## src/rtl/io_stimulus_gen.sv

```systemverilog
// Stimulus source for sc_computer_main I/O: delayed DUT reset release, patterned switches, round-robin keys.
// Every output is registered and updates on the clock edge after its decision; there is no backpressure, only enable/step gating.
module io_stimulus_gen #(
  parameter int                  SW_WIDTH   = 10,
  parameter int                  KEY_WIDTH  = 4,
  parameter int                  RESET_HOLD = 5,
  parameter int                  SW_PERIOD  = 20,
  parameter int                  KEY_PERIOD = 64,
  parameter int                  KEY_PULSE  = 4,
  parameter logic [SW_WIDTH-1:0] SW_INIT    = 10'h2AA,
  parameter logic [SW_WIDTH-1:0] LFSR_TAPS  = 10'h240
) (
  input  logic                 clock_50M,
  input  logic                 resetn,
  input  logic                 enable,
  input  logic [1:0]           mode,
  input  logic                 step,
  output logic                 dut_resetn,
  output logic [SW_WIDTH-1:0]  sw,
  output logic [KEY_WIDTH-1:0] key,
  output logic                 sw_strobe,
  output logic [31:0]          cycle_count
);

  localparam int HW  = $clog2(RESET_HOLD + 1);
  localparam int SPW = $clog2(SW_PERIOD + 1);
  localparam int KPW = $clog2(KEY_PERIOD + 1);
  localparam int PLW = $clog2(KEY_PULSE + 1);
  localparam int IW  = (KEY_WIDTH > 1) ? $clog2(KEY_WIDTH) : 1;

  typedef enum logic [1:0] {HOLD, RUN, PAUSE} state_t;

  state_t              state, state_nxt;
  logic [HW-1:0]       hold_cnt;
  logic [SPW-1:0]      sw_cnt;
  logic [KPW-1:0]      kp_cnt;
  logic [PLW-1:0]      pls_cnt;
  logic [IW-1:0]       key_idx;
  logic                sw_upd;
  logic [SW_WIDTH-1:0] sw_nxt;

  always_ff @(posedge clock_50M or negedge resetn) begin
    if (!resetn) state <= HOLD;
    else         state <= state_nxt;
  end

  always_comb begin
    state_nxt = state;
    sw_upd    = 1'b0;
    case (state)
      HOLD: begin
        if (hold_cnt == HW'(RESET_HOLD - 1)) state_nxt = enable ? RUN : PAUSE;
      end
      RUN: begin
        sw_upd = (sw_cnt == SPW'(SW_PERIOD - 1));
        if (!enable) state_nxt = PAUSE;
      end
      PAUSE: begin
        sw_upd = step;
        if (enable) state_nxt = RUN;
      end
      default: state_nxt = HOLD;
    endcase
  end

  // Zero is a fixed point of both rotate and LFSR, so both escape to 1.
  always_comb begin
    sw_nxt = sw;
    case (mode)
      2'd0:    sw_nxt = ~sw;
      2'd1:    sw_nxt = sw + SW_WIDTH'(1);
      2'd2:    sw_nxt = (sw == '0) ? SW_WIDTH'(1) : {sw[SW_WIDTH-2:0], sw[SW_WIDTH-1]};
      default: sw_nxt = (sw == '0) ? SW_WIDTH'(1) : ((sw >> 1) ^ (sw[0] ? LFSR_TAPS : '0));
    endcase
  end

  always_ff @(posedge clock_50M or negedge resetn) begin
    if (!resetn) begin
      hold_cnt    <= '0;
      dut_resetn  <= 1'b0;
      sw          <= SW_INIT;
      sw_strobe   <= 1'b0;
      sw_cnt      <= '0;
      cycle_count <= '0;
      kp_cnt      <= '0;
      pls_cnt     <= '0;
      key_idx     <= '0;
      key         <= '1;
    end else begin
      dut_resetn <= (state_nxt != HOLD);
      sw_strobe  <= sw_upd;
      if (sw_upd) sw <= sw_nxt;
      if (state == HOLD) hold_cnt <= hold_cnt + HW'(1);
      if (state == RUN) begin
        sw_cnt <= sw_upd ? '0 : sw_cnt + SPW'(1);
        if (cycle_count != '1) cycle_count <= cycle_count + 32'd1;
        kp_cnt <= (kp_cnt == KPW'(KEY_PERIOD - 1)) ? '0 : kp_cnt + KPW'(1);
        // The key index advances when a pulse starts, so an aborted pulse still moves on.
        if (kp_cnt == '0) begin
          key     <= ~(KEY_WIDTH'(1) << key_idx);
          pls_cnt <= PLW'(1);
          key_idx <= (key_idx == IW'(KEY_WIDTH - 1)) ? '0 : key_idx + IW'(1);
        end else if (pls_cnt != '0) begin
          if (pls_cnt == PLW'(KEY_PULSE)) begin
            pls_cnt <= '0;
            key     <= '1;
          end else begin
            pls_cnt <= pls_cnt + PLW'(1);
          end
        end
      end
      if (state_nxt != RUN) begin
        key     <= '1;
        pls_cnt <= '0;
      end
    end
  end

endmodule

```

## config.mk

```make
export PLATFORM = sky130hd
export DESIGN_NAME = io_stimulus_gen
export DESIGN_NICKNAME = d
export VERILOG_FILES = /design/src/rtl/io_stimulus_gen.sv
export SDC_FILE = /design/constraint.sdc
export NUM_CORES = 1
export LEC_CHECK = 0
export ABC_AREA = 1
export BUFFER_PORTS_ARGS = -buffer_cell sky130_fd_sc_hd__buf_4
export CELL_PAD_IN_SITES_DETAIL_PLACEMENT = 2
export CELL_PAD_IN_SITES_GLOBAL_PLACEMENT = 2
export CORE_AREA = 2 2 130 132
export CTS_CLUSTER_DIAMETER = 200
export DETAILED_ROUTE_END_ITERATION = 8
export DIE_AREA = 0 0 132 134
export PLACE_DENSITY_LB_ADDON = 0.1
export SKIP_LAST_GASP = 1
export SLEW_MARGIN = 40
export SYNTH_ARGS = -nofsm -noshare
export SYNTH_HDL_FRONTEND = slang
export SYNTH_SLANG_ARGS = --single-unit
export TNS_END_PERCENT = 30
```

## constraint.sdc

```tcl
create_clock -name clock_50M -period 1.8 [get_ports clock_50M]
set_input_delay 0.18 -clock clock_50M [delete_from_list [all_inputs] [get_ports clock_50M]]
set_output_delay 0.18 -clock clock_50M [all_outputs]
set_load 0.005 [all_outputs]
```

# == After elaboration in Yosys (flattened, before gate mapping) ==
# Index checks and enable logic that the tools add are counted.
# op_classes
n_shift,1
n_eq_ne,11
mux,23
bitwise_logic,3
add_sub_neg,7
n_reduce_logical,13
# op_table
operator,n
32-bit by 1-bit adder with 32-bit output (second input constant),1
32-bit != test (second input constant),1
10-bit 2-to-1 mux,3
10-bit case mux with 3 select lines,1
4-bit 2-to-1 mux,5
3-bit 2-to-1 mux,5
10-bit by 1-bit adder with 10-bit output (second input constant),1
10-bit logical NOT,1
2-bit 2-to-1 mux,5
10-bit inverter,1
9-bit by 10-bit bitwise XOR with 10-bit output,1
3-bit nonzero test,3
7-bit by 1-bit adder with 7-bit output (second input constant),1
7-bit by 6-bit equality test with 1-bit output (second input constant),1
7-bit logical NOT,1
7-bit 2-to-1 mux,1
3-bit by 1-bit adder with 3-bit output (second input constant),2
2-bit equality test (second input constant),3
3-bit equality test (second input constant),2
2-bit case mux with 3 select lines,1
2-bit AND reduction,3
5-bit by 1-bit adder with 5-bit output (second input constant),1
5-bit equality test (second input constant),1
5-bit 2-to-1 mux,1
9 further kinds,12
# word_totals
out_inout_bits,48
elab_cells,69
register_bits,70
input_bits,6

# == Longest topological paths before layout ==
# Gate-level depths: netlist of run 1.
# depth
word_depth,6
mapped_depth,12
depth_no_buf,12

# == Worst setup path after synthesis of run 1 ==
# OpenSTA, ideal clock, no wires.
# synth_path
kind,register -> register
from,register cycle_count[0]
to,register cycle_count[27]
arrival_time_ns,1.598
required_time_ns,1.684
synth_period_minus_slack_ns,1.715
setup_ns,0.116
stages_incl_launch_ff,13
n_path_buf,2
setup_slack_ns,0.085
path_cell_list,dfrtp_1 > ha_1 > nand2_2 > nor2_4 > nand2_2 > nor2_4 > nand2_2 > nand2_2 > inv_2 > buf_6 > buf_6 > nand2_1 > nand2_1
# synth_between
elab_chain_cells,2
word_cells_on_any_way,3
classes_between,1 x add/sub; 1 x eq/ne; 1 x reduce/logical
# synth_rtl
element,line_no,source
start: declaration,22,output logic [31:0] cycle_count
start signal: assignment,96,if (cycle_count != '1) cycle_count <= cycle_count + 32'd1;
branches (longest 2 deep; another with 32-bit by 1-bit adder with 32-bit output),--,
# Parallel ways; which one is timed is not known.
# A chain may end at the register's enable or synchronous reset.

# == Final worst setup path of run 1 ==
# layout_path
from,register cycle_count[0]
to,register cycle_count[13]
# The elaborated chain is that of the path after synthesis.

==> results of run 1 <==
registers in the layout, indices dropped and copies added, names as in the netlist, 2 cells and up:
register     flops
kp_cnt           7
key_idx          2
sw              10
state            2
sw_cnt           5
hold_cnt         3
cycle_count     32
pls_cnt          3
key              4
layer usage:
layer  GRT usage (%)  part of all wire, %
met5               0                    0
met4            6.40                  1.5
met3            2.46                  1.9
met2            37.4                   52
met1            23.3                   45
cell families after synthesis:
| group | count (synthesis) | synth area share [%] |
|---|---|---|
| fa+ha+maj | 19 | 5.12 |
| compound gates | 44 | 4.96 |
| xor+xnor | 22 | 4.15 |
| flops | 70 | 38.0 |
| simple gates | 462 | 40.9 |
| buf+inv | 78 | 6.82 |
cell usage after synthesis (7+ instances only):
cell type  instances  area share, %
nand2_1          291             24
nor2_1            97            7.8
inv_1             62            5.0
dfrtp_1           61             33
nand3_1           35            3.8
o21ai_0           25            2.7
ha_1              19            5.1
a21oi_1           15            1.6
nand3b_1          15            2.4
xor2_1            14            2.6
dfstp_2            9            5.1
nand4_1            9            1.2
xnor2_1            8            1.5
buf_2              7           0.76
timing repair:
item | in CTS | in global routing
cloned | 0 | 2
hold buffers | 1 | 0
pin swaps | 0 | 1
gates resized for setup | 5 | 17
endpoints found under the hold margin | 25 | 0
buffers inserted | 2 | 6
endpoints found under the setup margin | 39 | 45
power by group:
| group | switching (mW) | total (mW) | leakage (nW) | internal, mW |
|---|---|---|---|---|
| registers | 0.500 | 2.53 | 0.902 | 2.03 |
| logic | 1.87 | 3.20 | 2.02 | 1.33 |
| clock network | 0.765 | 2.06 | 0.163 | 1.30 |
cell type report:
class,count,area [sq um]
multi-input cells,547,2610
fillers,2000,10200
well taps,220,275
repair buffers,112,862
clock inverters,4,77.6
clock buffers,12,256
flip-flops and latches,70,1760
inverters,65,248
per-stage QoR:
stage          power (mW)  hold WS (ps)  TNS, ps  setup WS [ps]  util [%]
4_1_cts              7.61           228    -20.1          -20.1      36.7
6_report             7.79           236        0           49.5      37.4
3_5_place_dp         5.42           164    -1530           -159      34.5
3_3_place_gp         5.25           160        0           54.5      34.5
2_1_floorplan        4.19          -116        0           85.3         -
5_1_grt              8.42           281     -175          -58.8      37.4
worst max-delay path, delay by kind of cell (launching register included):
family / cells / cell delay (ps)
and+or+nand+nor: 7 / 610
buffers and inverters: 1 / 270
adders and majority gates: 1 / 240
DFF: 1 / 390
AOI/OAI and AO/OA: 1 / 120
path summary, 6_finish.rpt:
| check | from | to | slack (ps) | cells past startpoint |
|---|---|---|---|---|
| worst max register to register | cycle_count[0]$_DFFE_PN0P_ | cycle_count[13]$_DFFE_PN0P_ | 50 | 10 |
| min in group asynchronous | resetn | cycle_count[13]$_DFFE_PN0P_ | 320 | 2 |
| worst max-delay path | cycle_count[0]$_DFFE_PN0P_ | cycle_count[13]$_DFFE_PN0P_ | 50 | 10 |
| worst min register to register | hold_cnt[0]$_DFFE_PN0N_ | hold_cnt[0]$_DFFE_PN0N_ | 500 | 1 |
| max in group asynchronous | resetn | sw[7]$_DFFE_PN1P_ | 810 | 3 |
| worst min-delay path | mode[0] | sw[9]$_DFFE_PN1P_ | 240 | 5 |
==> summary.txt, run 1 <==
Placed Area = 5610 sq um
Port bufs = 53
EDFF count, synth = 0
Synthesis-to-finish area growth = 31.3%
Worst-Margin Slew = 465 ps
WS Path Type = reg -> reg
Tcrit/Tclk final = 97.3%
Reg clk slew, reported paths = 60 ps
YS warnings = 0
Gr usage total = 19.9%
Unrepaired setup endpoints after global routing = true
Non-Filler Instances = 1030
# DRC = 0
Die height = 134 microns
Cells after synthesis = 695
CTS Buffer Depth = 2
Max_cap viols = 0
Worst setup EP type = register
Setup crit start kind = register
Max-slew violations = 0
Post-layout instance area = 6090 sq um
CTS Root Cell = clkbuf_16
Full die area = 17700 sq um
Worst min-delay path class = in -> reg
Final Skew = 8.69 ps
Synth Register Bits = 70
Antenna viol nets, final = 0
Core area = 16300 sq um
Most frequent cells in the layout = nand2_1, buf_4, nor2_1
Fmax achieved = 571 MHz
1st-iter DRT viols = 140
Max stage delay on crit path = 390 ps
Worst IR Drop VDD = 0.564 mV
# nets final = 830
Syn Nets = 720
First-pass iteration count of the detailed router = 4
Primary FF master, synth = dfrtp_1
Post-synthesis sequential area ratio = 38.0%
Final setup fails = 0
Total wire length = 16900 microns
Layout cells sized above 1 = 19.6%
Post-Place Cells = 1003
Netlist cell types = 27
Avg Inst Size Synth = 6.68 sq um
Half-perimeter wire length after detailed placement = 12900 microns
Minimum clock period = 1750 ps
Area of the mapped netlist = 4640 sq um
Slew headroom = 69.0%
Io pins = 54
Clk sinks = 70
Cts bufs inserted = 9
Worst-path fanout max = 29
CP arrival = 2000 ps
Starting density of the core = 28.5%
Largest net degree at the start of global routing = 42
Congestion Overflow GR = 0
Crit path max-delay cell type = dfrtp_1
CTS tree = built
Pleak = 3.09 nW
Leading cell type in the layout, fill and taps excluded = nand2_1
Vias = 4882
Outcome = completed
Avg WL per Cell = 16.4 microns
Via-per-instance ratio = 4.74
PD cells = 1280 nW/um^2
Worst Path Required = 2050 ps
Row Count = 47
Placer congestion estimate = 0.847
Final Hold Fails = 0
Most used cell along the critical path = nand2_2
Global-route wire length before repair = 28000 microns
Die Wd = 132 microns
Initial antenna violation count = 0
Critical-path cell list = ha_1 -> nand2_2 -> nor2_4 -> nand2_2 -> nor2_4 -> nand2_2 -> nand2_2 -> inv_4 -> nand2_1 -> o21ai_0
Clock insertion delay at the later pin of the skew report = 350 ps
Vias in the first global route = 5512
Async SR Flop Fraction = 100%
# diodes = 0
Htree depth = 3
(Power assumes the default switching activity.)
==> run 2, diff against run 1 <==
--- a/config.mk
+++ b/config.mk
@@ -10,10 +10,10 @@
 export CELL_PAD_IN_SITES_DETAIL_PLACEMENT = 2
 export CELL_PAD_IN_SITES_GLOBAL_PLACEMENT = 2
 export CORE_AREA = 2 2 130 132
-export CTS_CLUSTER_DIAMETER = 200
+export CTS_CLUSTER_DIAMETER = 150
 export DETAILED_ROUTE_END_ITERATION = 8
 export DIE_AREA = 0 0 132 134
-export PLACE_DENSITY_LB_ADDON = 0.1
+export PLACE_DENSITY = 0.78
 export SKIP_LAST_GASP = 1
 export SLEW_MARGIN = 40
 export SYNTH_ARGS = -nofsm -noshare
==> run 2 against run 1 <==
Against the previous run:
- final area down 1.8%
- count of clock-buffer cells in the layout shrank 3
- maximum frequency is 1.9% higher
- register-to-register slack better by 30 ps
- cell count shrank 1.3%
- clock power is 12% lower
- critical path depth is the same
- largest power group unchanged
==> summary.txt, run 2 (synthesis gave the netlist of run 1 again) <==
Gr usage total = 20.3% (+0.40 points)
CTS tree = built
Row Count = 47 (unchanged)
Largest regs = cycle_count: 32 flops, sw: 10 flops, kp_cnt: 7 flops
Tcrit/Tclk final = 95.4% (-1.8 points)
Total wire length = 17100 microns (+1.3%)
Largest net degree at the start of global routing = 42 (unchanged)
Cts bufs inserted = 9 (unchanged)
Synthesis-to-finish area growth = 29.0%
Setup crit start kind = register
Reg clk slew, reported paths = 60 ps (about the same)
Final Skew = 8.02 ps (-0.674 ps)
Full die area = 17700 sq um (unchanged)
CP arrival = 2010 ps (about the same)
Int Pwr = 4.34 mW (-7.0%)
Worst setup EP type = register
CTS Buffer Depth = 2 (unchanged)
Worst Path Buf+Inv = 1 (unchanged)
Max_cap viols = 0 (unchanged)
Most frequent cells in the layout = nand2_1, buf_4, nor2_1
Htree depth = 3 (unchanged)
Clk sinks = 70 (unchanged)
Vias in the first global route = 5627 (+2.1%)
# DRC = 0 (unchanged)
Avg WL per Cell = 16.8 microns (+2.5%)
Final Hold Fails = 0 (unchanged)
Die Wd = 132 microns (unchanged)
Most used cell along the critical path = nand2_2
Fin util = 36.7% (-0.66 points)
Starting density of the core = 28.5% (unchanged)
First-pass iteration count of the detailed router = 4 (unchanged)
Via-per-instance ratio = 4.82 (+1.6%)
WS Path Type = reg -> reg
Max stage delay on crit path = 410 ps (+20 ps)
Placed Area = 5540 sq um (-1.3%)
Worst IR Drop VDD = 0.615 mV (+9.0%)
# fillers = 1973 (-1.4%)
Die height = 134 microns (unchanged)
Combinational power share = 41.3% (+0.2 points)
# diodes = 0 (unchanged)
Critical-path cell list = ha_1 -> nand2_2 -> nor2_4 -> nand2_2 -> nor2_4 -> nand2_2 -> nand2_2 -> buf_4 -> nand2_1 -> nand2_1
Outcome = completed
Worst min-delay path class = in -> reg
Clock insertion delay at the later pin of the skew report = 350 ps (about the same)
# nets final = 817 (-1.6%)
Fmax achieved = 582 MHz (+1.9%)
Reg with most FFs = cycle_count
Port bufs = 53 (unchanged)
CTS Root Cell = clkbuf_16
Placer congestion estimate = 0.816 (-3.6%)
Io pins = 54 (unchanged)
Minimum clock period = 1720 ps (-33.1 ps)
Kind of cell adding the most delay to the critical path = simple AND/OR/NAND/NOR gates
Initial antenna violation count = 0 (unchanged)
Net Sw Frac = 42.0% (+1.8 points)
Reg power frac = 34.5% (+2.0 points)
Core area = 16300 sq um (unchanged)
Post-layout instance area = 5990 sq um (-1.8%)
Layout cells sized above 1 = 19.7% (+0.069 points)
Global-route wire length before repair = 28400 microns (+1.6%)
Slew headroom = 69.5% (+0.43 points)
Switching power = 3.14 mW (about the same)
Congestion Overflow GR = 0 (unchanged)
Antenna viol nets, final = 0 (unchanged)
Unrepaired setup endpoints after global routing = true
1st-iter DRT viols = 156 (+11%)
Clock network power share = 24.2% (-2.3 points)
Worst-path fanout max = 13 (-55%)
Final setup fails = 0 (unchanged)
Worst-Margin Slew = 458 ps (-6.44 ps)
Max-slew violations = 0 (unchanged)
Pleak = 3.00 nW (-3.0%)
PD cells = 1250 nW/um^2 (-2.4%)
Leading cell type in the layout, fill and taps excluded = nand2_1
Worst Path Required = 2090 ps (+40 ps)
Crit path max-delay cell type = dfrtp_1
Vias = 4897 (+0.31%)
Max reg flops = 32 (unchanged)
Half-perimeter wire length after detailed placement = 12900 microns (about the same)
==> run 2: changes by cell type in the layout (fill, tap and decap cells not counted), sizes merged <==
cell / previous run / this run
buf: 111 / 98
bufinv: 2 / 1
clkbuf: 12 / 9
clkinv: 3 / 5
clkinvlp: 0 / 3
inv: 64 / 63
==> run 2: what timing repair did <==
action,4_1_cts,5_1_grt
setup buffers,0,6
cloned,0,1
endpoints found under the setup margin,36,55
endpoints found under the hold margin,24,0
pin swaps,0,2
gates resized for setup,3,32
hold buffers,1,0
==> run 2: layer usage <==
metal  global-route usage [%]  up-vias  routed length, microns
met3                     3.63       21                     380
met1                     22.8     2459                    7260
met5                        0        -                       0
met4                     6.34        0                     324
li1                         -     2358                       -
met2                     38.7       59                    9140
==> run 2: per-stage QoR <==
stage	total power [mW]	setup TNS, ps	std cells	hold WS (ps)	setup slack, ps
2_1_floorplan	4.19	0	695	-116	85.3
3_3_place_gp	5.15	0	993	161	70.9
3_5_place_dp	5.39	-146	993	165	-52.5
4_1_cts	7.30	-57.7	1010	202	-14.4
5_1_grt	8.12	-704	1017	238	-50.9
6_report	7.47	0	1017	205	82.6
==> run 2: path summary, 6_finish.rpt <==
check / start / slack [ps] / endpoint / depth (start not counted)
setup / recovery: cycle_count[1]$_DFFE_PN0P_ / 80 / cycle_count[9]$_DFFE_PN0P_ / 10
hold reg to reg: sw[9]$_DFFE_PN1P_ / 510 / sw[9]$_DFFE_PN1P_ / 2
setup reg to reg: cycle_count[1]$_DFFE_PN0P_ / 80 / cycle_count[9]$_DFFE_PN0P_ / 10
hold / removal: mode[0] / 200 / sw[9]$_DFFE_PN1P_ / 5
min in group asynchronous: resetn / 330 / cycle_count[5]$_DFFE_PN0P_ / 2
max in group asynchronous: resetn / 820 / key[3]$_DFFE_PN1P_ / 3
==> run 2: worst reg2reg max path, stage by stage (launching register included) <==
cell     delay (ps)
dfrtp_1         410
ha_1            220
nand2_2          80
nor2_4          100
nand2_2          90
nor2_4          140
nand2_2          90
nand2_2         150
buf_4           220
nand2_1          80
nand2_1          80
==> run 2: final cells by class <==
class / instances / area, sq um / area share [%]
Tap cell: 220 / 275 / 4.60
Clock inverter: 7 / 65.1 / 1.09
Timing Repair Buffer: 99 / 767 / 12.8
Inverter: 65 / 253 / 4.22
Multi-Input combinational cell: 547 / 2630 / 44.0
Clock buffer: 9 / 225 / 3.76
Sequential cell: 70 / 1770 / 29.5
==> run 2: power groups by stage <==
stage | logic (mW) | registers (mW) | clock network [mW]
floorplan | 1.76 | 2.43 | 0
global placement | 2.61 | 2.54 | 0
detailed placement | 2.81 | 2.57 | 0
CTS | 2.88 | 2.57 | 1.85
global route | 3.53 | 2.65 | 1.94
finish | 3.09 | 2.57 | 1.81
